===== src/rtl/usb3_in_arb.sv =====
// usb3_in_arb
// Arbitrates NUM_CH IN-endpoint producers onto one downstream IN buffer.
// One channel at a time owns the buffer write port from grant until its packet
// is committed and acknowledged, it drops its request, or the watchdog fires.
//
// Ports
//   clk, reset_n        : clock (rising edge), async active-low reset
//   ch_req/ch_gnt       : per-channel request, one-hot (or zero) grant
//   ch_addr/ch_data/
//   ch_wren             : per-channel packed write port, slice i = channel i
//   ch_commit/
//   ch_commit_len/
//   ch_commit_ack       : per-channel commit request, length, 1-cycle ack
//   buf_in_ready        : downstream buffer free (looked at only in IDLE)
//   buf_in_addr/data/
//   buf_in_wren         : muxed write port, live only while in GRANT
//   buf_in_commit/
//   buf_in_commit_len/
//   buf_in_commit_ack   : downstream commit handshake
//   cur_ch              : index of the granted channel
//   busy                : FSM not in IDLE
//   timeout_err         : 1-cycle pulse in the cycle the watchdog revokes a grant
//
// ch_commit_ack is registered: it pulses in the IDLE cycle right after the
// downstream ack edge, together with the drop of buf_in_commit and ch_gnt.
module usb3_in_arb #(
    parameter int NUM_CH  = 4,
    parameter int ADDR_W  = 9,
    parameter int DATA_W  = 32,
    parameter int LEN_W   = 11,
    parameter int TIMEOUT = 1024,
    localparam int CH_W   = (NUM_CH > 1) ? $clog2(NUM_CH) : 1
) (
    input  logic                     clk,
    input  logic                     reset_n,
    input  logic [NUM_CH-1:0]        ch_req,
    output logic [NUM_CH-1:0]        ch_gnt,
    input  logic [NUM_CH*ADDR_W-1:0] ch_addr,
    input  logic [NUM_CH*DATA_W-1:0] ch_data,
    input  logic [NUM_CH-1:0]        ch_wren,
    input  logic [NUM_CH-1:0]        ch_commit,
    input  logic [NUM_CH*LEN_W-1:0]  ch_commit_len,
    output logic [NUM_CH-1:0]        ch_commit_ack,
    input  logic                     buf_in_ready,
    output logic [ADDR_W-1:0]        buf_in_addr,
    output logic [DATA_W-1:0]        buf_in_data,
    output logic                     buf_in_wren,
    output logic                     buf_in_commit,
    output logic [LEN_W-1:0]         buf_in_commit_len,
    input  logic                     buf_in_commit_ack,
    output logic [CH_W-1:0]          cur_ch,
    output logic                     busy,
    output logic                     timeout_err
);

    localparam int WD_W = (TIMEOUT > 1) ? $clog2(TIMEOUT) : 1;

    typedef enum logic [1:0] {IDLE, GRANT, COMMIT} state_t;

    state_t state, state_nxt;

    // Per-channel views of the packed buses.
    logic [NUM_CH-1:0][ADDR_W-1:0] addr_a;
    logic [NUM_CH-1:0][DATA_W-1:0] data_a;
    logic [NUM_CH-1:0][LEN_W-1:0]  len_a;

    assign addr_a = ch_addr;
    assign data_a = ch_data;
    assign len_a  = ch_commit_len;

    logic [CH_W-1:0]   last_ch;
    logic [CH_W-1:0]   pick;
    logic              pick_vld;
    logic [CH_W:0]     sum;
    logic [NUM_CH-1:0] pick_oh;
    logic [NUM_CH-1:0] cur_oh;
    logic [WD_W-1:0]   wdog;

    logic start_gnt;
    logic take_commit;
    logic end_gnt;
    logic g_commit;
    logic g_req;
    logic wd_exp;

    // Round-robin search starting at last_ch+1. Scanning from the farthest
    // offset down lets the nearest requester overwrite earlier hits.
    always_comb begin
        pick     = '0;
        pick_vld = 1'b0;
        sum      = '0;
        for (int k = NUM_CH; k >= 1; k--) begin
            sum = {1'b0, last_ch} + (CH_W+1)'(k);
            if (sum >= (CH_W+1)'(NUM_CH))
                sum = sum - (CH_W+1)'(NUM_CH);
            if (ch_req[sum[CH_W-1:0]]) begin
                pick     = sum[CH_W-1:0];
                pick_vld = 1'b1;
            end
        end
    end

    assign pick_oh  = NUM_CH'(1) << pick;
    assign cur_oh   = NUM_CH'(1) << cur_ch;
    assign g_commit = ch_commit[cur_ch];
    assign g_req    = ch_req[cur_ch];
    assign wd_exp   = (wdog == WD_W'(TIMEOUT - 1));

    always_ff @(posedge clk or negedge reset_n) begin
        if (!reset_n)
            state <= IDLE;
        else
            state <= state_nxt;
    end

    // Next state and control strobes. Within GRANT a commit wins over both an
    // abandon and a watchdog expiry in the same cycle.
    always_comb begin
        state_nxt   = state;
        start_gnt   = 1'b0;
        take_commit = 1'b0;
        end_gnt     = 1'b0;
        timeout_err = 1'b0;
        case (state)
            IDLE: begin
                if (buf_in_ready && pick_vld) begin
                    start_gnt = 1'b1;
                    state_nxt = GRANT;
                end
            end
            GRANT: begin
                if (g_commit) begin
                    take_commit = 1'b1;
                    state_nxt   = COMMIT;
                end else if (!g_req) begin
                    end_gnt   = 1'b1;
                    state_nxt = IDLE;
                end else if (wd_exp) begin
                    end_gnt     = 1'b1;
                    timeout_err = 1'b1;
                    state_nxt   = IDLE;
                end
            end
            COMMIT: begin
                if (buf_in_commit_ack) begin
                    end_gnt   = 1'b1;
                    state_nxt = IDLE;
                end
            end
            default: state_nxt = IDLE;
        endcase
    end

    always_ff @(posedge clk or negedge reset_n) begin
        if (!reset_n) begin
            ch_gnt            <= '0;
            ch_commit_ack     <= '0;
            buf_in_commit     <= 1'b0;
            buf_in_commit_len <= '0;
            cur_ch            <= '0;
            wdog              <= '0;
            last_ch           <= CH_W'(NUM_CH - 1);
        end else begin
            ch_commit_ack <= '0;
            if (start_gnt) begin
                ch_gnt <= pick_oh;
                cur_ch <= pick;
                wdog   <= '0;
            end else if (state == GRANT) begin
                wdog <= wdog + WD_W'(1);
            end
            if (take_commit) begin
                buf_in_commit     <= 1'b1;
                buf_in_commit_len <= len_a[cur_ch];
            end
            if (end_gnt) begin
                ch_gnt        <= '0;
                buf_in_commit <= 1'b0;
                last_ch       <= cur_ch;
                if (state == COMMIT)
                    ch_commit_ack <= cur_oh;
            end
        end
    end

    // Write port is a pure mux of the owner; parked at zero outside GRANT.
    always_comb begin
        buf_in_wren = 1'b0;
        buf_in_addr = '0;
        buf_in_data = '0;
        if (state == GRANT) begin
            buf_in_wren = ch_wren[cur_ch];
            buf_in_addr = addr_a[cur_ch];
            buf_in_data = data_a[cur_ch];
        end
    end

    assign busy = (state != IDLE);

endmodule


===== config.mk =====
export PLATFORM = sky130hd
export DESIGN_NAME = usb3_in_arb
export DESIGN_NICKNAME = d
export VERILOG_FILES = /design/src/rtl/usb3_in_arb.sv
export SDC_FILE = /design/constraint.sdc
export NUM_CORES = 1
export LEC_CHECK = 0
export ABC_CLOCK_PERIOD_IN_PS = 2800
export BUFFER_PORTS_ARGS = -buffer_cell sky130_fd_sc_hd__buf_4
export CORE_AREA = 2 2 112 114
export DETAILED_ROUTE_END_ITERATION = 8
export DIE_AREA = 0 0 114 116
export PLACE_DENSITY = 0.7
export SYNTH_ARGS = -nofsm -noshare
export SYNTH_HDL_FRONTEND = slang
export SYNTH_SLANG_ARGS = --single-unit
export TNS_END_PERCENT = 50

===== constraint.sdc =====
create_clock -name clk -period 2.8 [get_ports clk]
set_input_delay 0.28 -clock clk [delete_from_list [all_inputs] [get_ports clk]]
set_output_delay 0.28 -clock clk [all_outputs]
set_load 0.01 [all_outputs]

==> run_results.csv, run 1 <==
group,metric,value,unit
timing,tightest_slew,486.9,ps
route,avgRoutedWirePerCell,20.70,µm
clock_network,cts_tree,"done",
final_layout,syn_to_final_growth,76.28,%
run_status,status,"finished, final reports clean",
route,drt_iter0_markers,254,
critical_path,crit_path_max_fanout,19,
yosys,yosysUniqueCellTypes,38,
clock_network,clock_latency,270,ps
critical_path,reg2reg_slack,650,ps
yosys,syn_nets,497,
timing,clock-skew-final,3.171,ps
yosys,yosysSeqAreaShare,27.80,%
power,seqPwrFrac,19.6,%
final_layout,fin_nets,779,
timing,drv_slew,0,
power,leakage,2.739,nW
clock_network,root_buffer,"clkbuf_16",
global_route,grt_max_degree,53,
yosys,syn_avg_cell_area,12.08,µm²
clock_network,clock_sinks,36,
yosys,synth_edf_count,0,
route,drc,0,
critical_path,crit_slowest_cell,"dfrtp_4",
yosys,netlist_area,3249,µm²
floorplanning,core_area,11910,µm²
final_layout,fillers,1099,
floorplanning,fp.dieW,114,µm
final_layout,final_cell_mix,"buf_4 (294), mux4_2 (55), and2_1 (44), dfrtp_1 (32), nor2_1 (16)",
placement,gp_congestion,0.8471,
clock_network,htreeDepth,2,
power,intPower,0.002824,W
clock_network,cts.clk_slew.worst_paths,50,ps
critical_path,critPathKind,"flip-flop to primary output",
timing,period_needed,2353,ps
clock_network,numCtsBuffers,5,
global_route,grt_pass1_wl,20.45,mm
hold_path,holdCritPathClass,"input pin to flip-flop",
critical_path,cp_num_buf_inv,2,
floorplanning,initial_utilization,27.28,%
power,comb_power_share,68.6,%
timing,fin_tns_setup,0,ps
global_route,grt.overflow.total,0,
critical_path,endpoint_kind,"primary output",
floorplanning,fp.dieH,116,µm
timing,fin_hold_ws,432.2,ps
critical_path,cp-start-kind,"flip-flop",
critical_path,crit_required,2520,ps
power,power_frac_clock,11.8,%
final_layout,drive_above_1_share,67.75,%
floorplanning,die-area,13220,µm²
global_route,track_usage,20.44,%
critical_path,crit_family,"flip-flops",
placement,place.detailed.hpwl,12.36,mm
yosys,syn_inst,269,
final_layout,regArea,908.4,µm²
hold_path,hold_depth,4,
timing,relSlewSlack,67.54,%
critical_path,path_cells,"buf_4 -> mux4_2 -> and2_1 -> buf_4",
route,avgViaCountPerCell,5.033,
power,power.switching,0.001675,W
clock_network,cts_buffer_depth,2,
critical_path,cp.arrival,2070,ps
yosys,async_flop_share,100.0,%
timing,max_freq,0.4249,GHz
route,final_antenna_net_count,0,
critical_path,max_stage_delay,560,ps
power,p_sw_share,37.23,%
yosys,synth-seq-cells,36,
global_route,grt_pass1_vias,3690,
route,finalWirelength,14.51,mm
clock_network,post_cts_resized,0,
floorplanning,rows,40,
timing,rsz0062_at_grt,"false",
final_layout,final_common_cell,"buf_4",
yosys,synth_flop_cell,"dfrtp_1",
route,drt_first_pass_iters,4,
floorplanning,top_level_ports,290,
clock_network,post-cts-setup-buffers,0,
critical_path,crit_cells,4,
final_layout,multiInputGateArea,2203,µm²
critical_path,cpMostUsedCell,"buf_4",
timing,setup_violations,0,
route,vias,3528,
power,p_per_area,785.3,nW/µm²
job,maxCapViolCount,0,
timing,finalHoldViolations,0,
critical_path,r2r_cells,5,
yosys,yosys_warnings,0,
power,vdd_ir_drop_max,0.4493,mV
placement,io_buffer_count,289,
global_route,antenna_found_initial,6,
timing,finalCritPeriodShare,84.04,%
[worst paths after layout]
path	endpoint	startpoint
max	buf_in_data[23]	cur_ch[0]
min	buf_in_commit_len[3]	ch_commit_len[3]
max reg2reg	last_ch[0]	cur_ch[0]
min reg2reg	buf_in_commit_len[3]	buf_in_commit_len[3]
max in group asynchronous	cur_ch[0]	reset_n
min in group asynchronous	ch_commit_ack[0]	reset_n
[cell usage after synthesis, types with 2 or more instances]
cell,count,area [µm²]
and2_1,44,275.3
dfrtp_1,34,850.8
mux2_4,2,30.03
o21ai_0,5,25.02
xor2_1,5,43.79
nor2_1,16,60.06
buf_1,2,7.510
or3_1,4,25.02
nand4_1,3,18.77
clkbuf_1,11,41.29
nand3_1,2,10.01
a21oi_1,6,30.03
nor2b_1,3,18.77
a22o_1,2,17.52
a22oi_1,3,22.52
nand2b_1,3,18.77
ha_1,4,50.05
mux2_2,10,112.6
buf_6,2,22.52
inv_1,9,33.78
nand2_1,14,52.55
mux2i_1,2,20.02
xnor2_1,2,17.52
nor3_1,7,35.03
buf_2,6,30.03
dfstp_2,2,52.55
mux4_2,55,1239
[kinds of logic after synthesis]
group | after synthesis | share of synthesized area [%]
simple gates | 100 | 16.75
mux | 69 | 43.13
flops | 36 | 27.80
buf+inv | 31 | 4.390
compound gates | 22 | 4.505
xor+xnor | 7 | 1.887
fa+ha+maj | 4 | 1.540
[routing by layer]
layer | GRT usage (%) | part of all wire [%] | wire length, µm | vias to the layer above
met1 | 25.56 | 37 | 5306 | 1721
met3 | 7.845 | 12 | 1689 | 20
met5 | 0 | 0.41 | 59 | -
li1 | - | - | - | 1584
met4 | 3.496 | 0.90 | 131 | 10
met2 | 34.33 | 50 | 7324 | 193
[power groups by stage]
stage          clock [W]  sequential (W)  combinational [W]
3_5_place_dp           0        0.000895            0.00312
3_3_place_gp           0        0.000889            0.00306
6_report        0.000531        0.000883            0.00308
2_1_floorplan          0        0.000859            0.00191
4_1_cts         0.000549        0.000889            0.00313
5_1_grt         0.000573        0.000918            0.00333
[through the flow]
step	util [%]	power, W	setup slack, ps	instances	area, µm²
after floorplan	-	0.002773	788.6	269	3249
after CTS	48.05	0.004564	401.2	699	5723
final	48.09	0.004498	446.8	701	5728
after global placement	46.82	0.003945	698.7	690	5577
after global routing	48.05	0.004825	318.6	699	5723
after detailed placement	46.82	0.004016	653.0	690	5577
[worst reg2reg max path, delay by kind of cell, from the launching register on]
kind / cells / cell delay, ps
AOI/OAI and AO/OA: 1 / 170
DFF: 1 / 560
muxes: 2 / 890
and+or+nand+nor: 2 / 460
[sequential cells by signal, summed over array words and instances, names as in the netlist]
register           flops
cur_ch                 2
last_ch                2
buf_in_commit_len     11
ch_commit_ack          4
wdog                  10
ch_gnt                 4
state                  2
buf_in_commit          1
[layout make-up]
class | count | area share [%]
Timing Repair Buffer | 297 | 39.41
Multi-Input combinational cell | 202 | 38.47
Sequential cell | 36 | 15.86
Tap cell | 147 | 3.211
Clock buffer | 8 | 2.381
Inverter | 9 | 0.5898
Antenna cell | 2 | 0.08737
[what timing repair did]
action | 4_1_cts | 5_1_grt
hold buffers | 1 | 0
hold endpoints to repair | 34 | 0
setup endpoints to repair | 0 | 0
(Power assumes the default switching activity.)
==> run 2: changes to the inputs <==
ABC_CLOCK_PERIOD_IN_PS = 2400   (was 2800)
clock period = 2.4 ns   (was 2.8 ns; I/O delays follow)
==> run_results.csv, run 2 (synthesized netlist as in run 1, its figures left out) <==
group,metric,value,unit
run_status,status,"finished, final reports clean",
final_layout,fin_nets,779,
placement,dp_slack,400.7,ps
hold_path,holdCritPathClass,"input pin to flip-flop",
job,maxCapViolCount,0,
global_route,use_met3,9.310,%
global_route,grt_pass1_wl,19.82,mm
clock_network,root_buffer,"clkbuf_16",
timing,drv_slew,0,
timing,max_freq,0.4404,GHz
clock_network,numCtsBuffers,5,
clock_network,post_cts_resized,0,
power,leakage,2.750,nW
global_route,grt_pass1_vias,3531,
final_layout,reg.largest.list,"buf_in_commit_len (11), wdog (10)",
route,drc,0,
floorplanning,fp.dieW,114,µm
critical_path,critPathCapture,"buf_in_data[20]",
power,vdd_ir_drop_max,0.5072,mV
critical_path,endpoint_kind,"primary output",
floorplanning,core_area,11910,µm²
route,final_antenna_net_count,0,
route,vias,3504,
route,avgViaCountPerCell,4.999,
clock_network,cts_tree,"done",
timing,period_needed,2270,ps
global_route,grt.busiest_layer,"met2",
critical_path,crit_path_max_fanout,23,
clock_network,cts_buffer_depth,2,
floorplanning,fp.dieH,116,µm
placement,place.detailed.hpwl,11.91,mm
final_layout,top_register,"buf_in_commit_len",
critical_path,r2r_cells,5,
critical_path,crit_required,2160,ps
critical_path,cp-start-kind,"flip-flop",
critical_path,crit-reg2reg-launch,"cur_ch[0]",
power,p_per_area,927.7,nW/µm²
critical_path,critPathKind,"flip-flop to primary output",
global_route,track_usage,19.77,%
final_layout,final_cell_mix,"buf_4 (295), mux4_2 (55), and2_1 (44), dfrtp_1 (32), nor2_1 (16)",
global_route,antenna_found_initial,8,
timing,finalCritPeriodShare,94.60,%
final_layout,final_common_cell,"buf_4",
critical_path,rr_endpoint,"last_ch[0]",
final_layout,fillers,1126,
final_layout,syn_to_final_growth,76.86,%
timing,fin_tns_setup,0,ps
timing,setup_violations,0,
timing,relSlewSlack,67.83,%
placement,io_buffer_count,289,
floorplanning,rows,40,
floorplanning,top_level_ports,290,
route,finalWirelength,14.23,mm
route,drt_iter0_markers,242,
final_layout,largest_reg_flops,11,
floorplanning,initial_utilization,27.28,%
critical_path,cp.arrival,2030,ps
timing,clock-skew-final,5.466,ps
global_route,grt_max_degree,49,
timing,rsz0062_at_grt,"false",
final_layout,drive_above_1_share,68.30,%
global_route,grt.overflow.total,0,
floorplanning,die-area,13220,µm²
clock_network,clock_latency,280,ps
clock_network,clock_sinks,36,
route,drt_first_pass_iters,6,
route,avgRoutedWirePerCell,20.30,µm
global_route,grt_use_met1,24.40,%
timing,finalHoldViolations,0,
global_route,met2_usage,32.26,%
critical_path,setup.worst_path.start,"cur_ch[0]",
placement,gp_congestion,0.8690,
timing,timing.final.ws_setup,129.6,ps
critical_path,reg2reg_slack,370,ps
clock_network,cts.clk_slew.worst_paths,60,ps
clock_network,htreeDepth,2,
timing,tightest_slew,482.6,ps
run 2: cell types whose count changed in the layout (fill, tap and decap cells not counted):
cell	change
clkinv_2	+1
clkbuf_1	-3
buf_4	+1
buf_12	-1
bufinv_16	+1
clkinvlp_4	+1
run 2: worst max-delay path: stages, from the launching register on:
cell     delay, ps
dfrtp_4        460
buf_4          380
mux4_2         560
and2_1         190
buf_4          140
run 2: layout make-up:
cell class	instances	area [µm²]	area share [%]
clock inverters	3	42.54	0.7403
clock buffers	5	125.1	2.177
inverters	9	33.78	0.5879
multi-input cells	202	2203	38.34
repair buffers	297	2245	39.06
well taps	147	183.9	3.201
flip-flops and latches	36	908.4	15.81
diodes	2	5.005	0.08709
run 2: worst min-delay path by stage:
stage                      startpoint                     to  slack (ps)  cells past startpoint
finish                   buf_in_ready               state[0]         390                      4
detailed placement            reset_n               state[0]         240                      1
global route        ch_commit_len[10]  buf_in_commit_len[10]         420                      3
CTS                      buf_in_ready               state[0]         390                      4
global placement              reset_n              ch_gnt[0]         230                      1
floorplan                     reset_n          buf_in_commit         -60                      0
run 2: through the flow:
stage	total power [W]	instances	util (%)	hold WS (ps)	instance area (µm²)
2_1_floorplan	0.003236	269	-	-55.59	3249
3_3_place_gp	0.004575	690	46.71	232.6	5564
3_5_place_dp	0.004640	690	46.71	236.1	5564
4_1_cts	0.005407	699	48.20	390.1	5742
5_1_grt	0.005685	699	48.20	421.7	5742
6_report	0.005331	701	48.25	393.6	5747
run 2: where the power goes:
part | leakage, nW | switching (W) | internal, W | total, W
Sequential | 0.456 | 0.000152 | 0.000824 | 0.000976
Combinational | 2.21 | 0.00155 | 0.00206 | 0.00361
Clock | 0.0798 | 0.000257 | 0.000488 | 0.000745
run 2: routing by layer:
layer  vias up  share of wire [%]
met5         -               0.55
met4        12                1.0
met3        26                 12
met2       166                 49
met1      1711                 37
li1       1589                  -
run 2: timing repair:
action | 4_1_cts | 5_1_grt
hold buffers | 1 | 0
hold endpoints to repair | 34 | 0
buffers inserted | 0 | 0
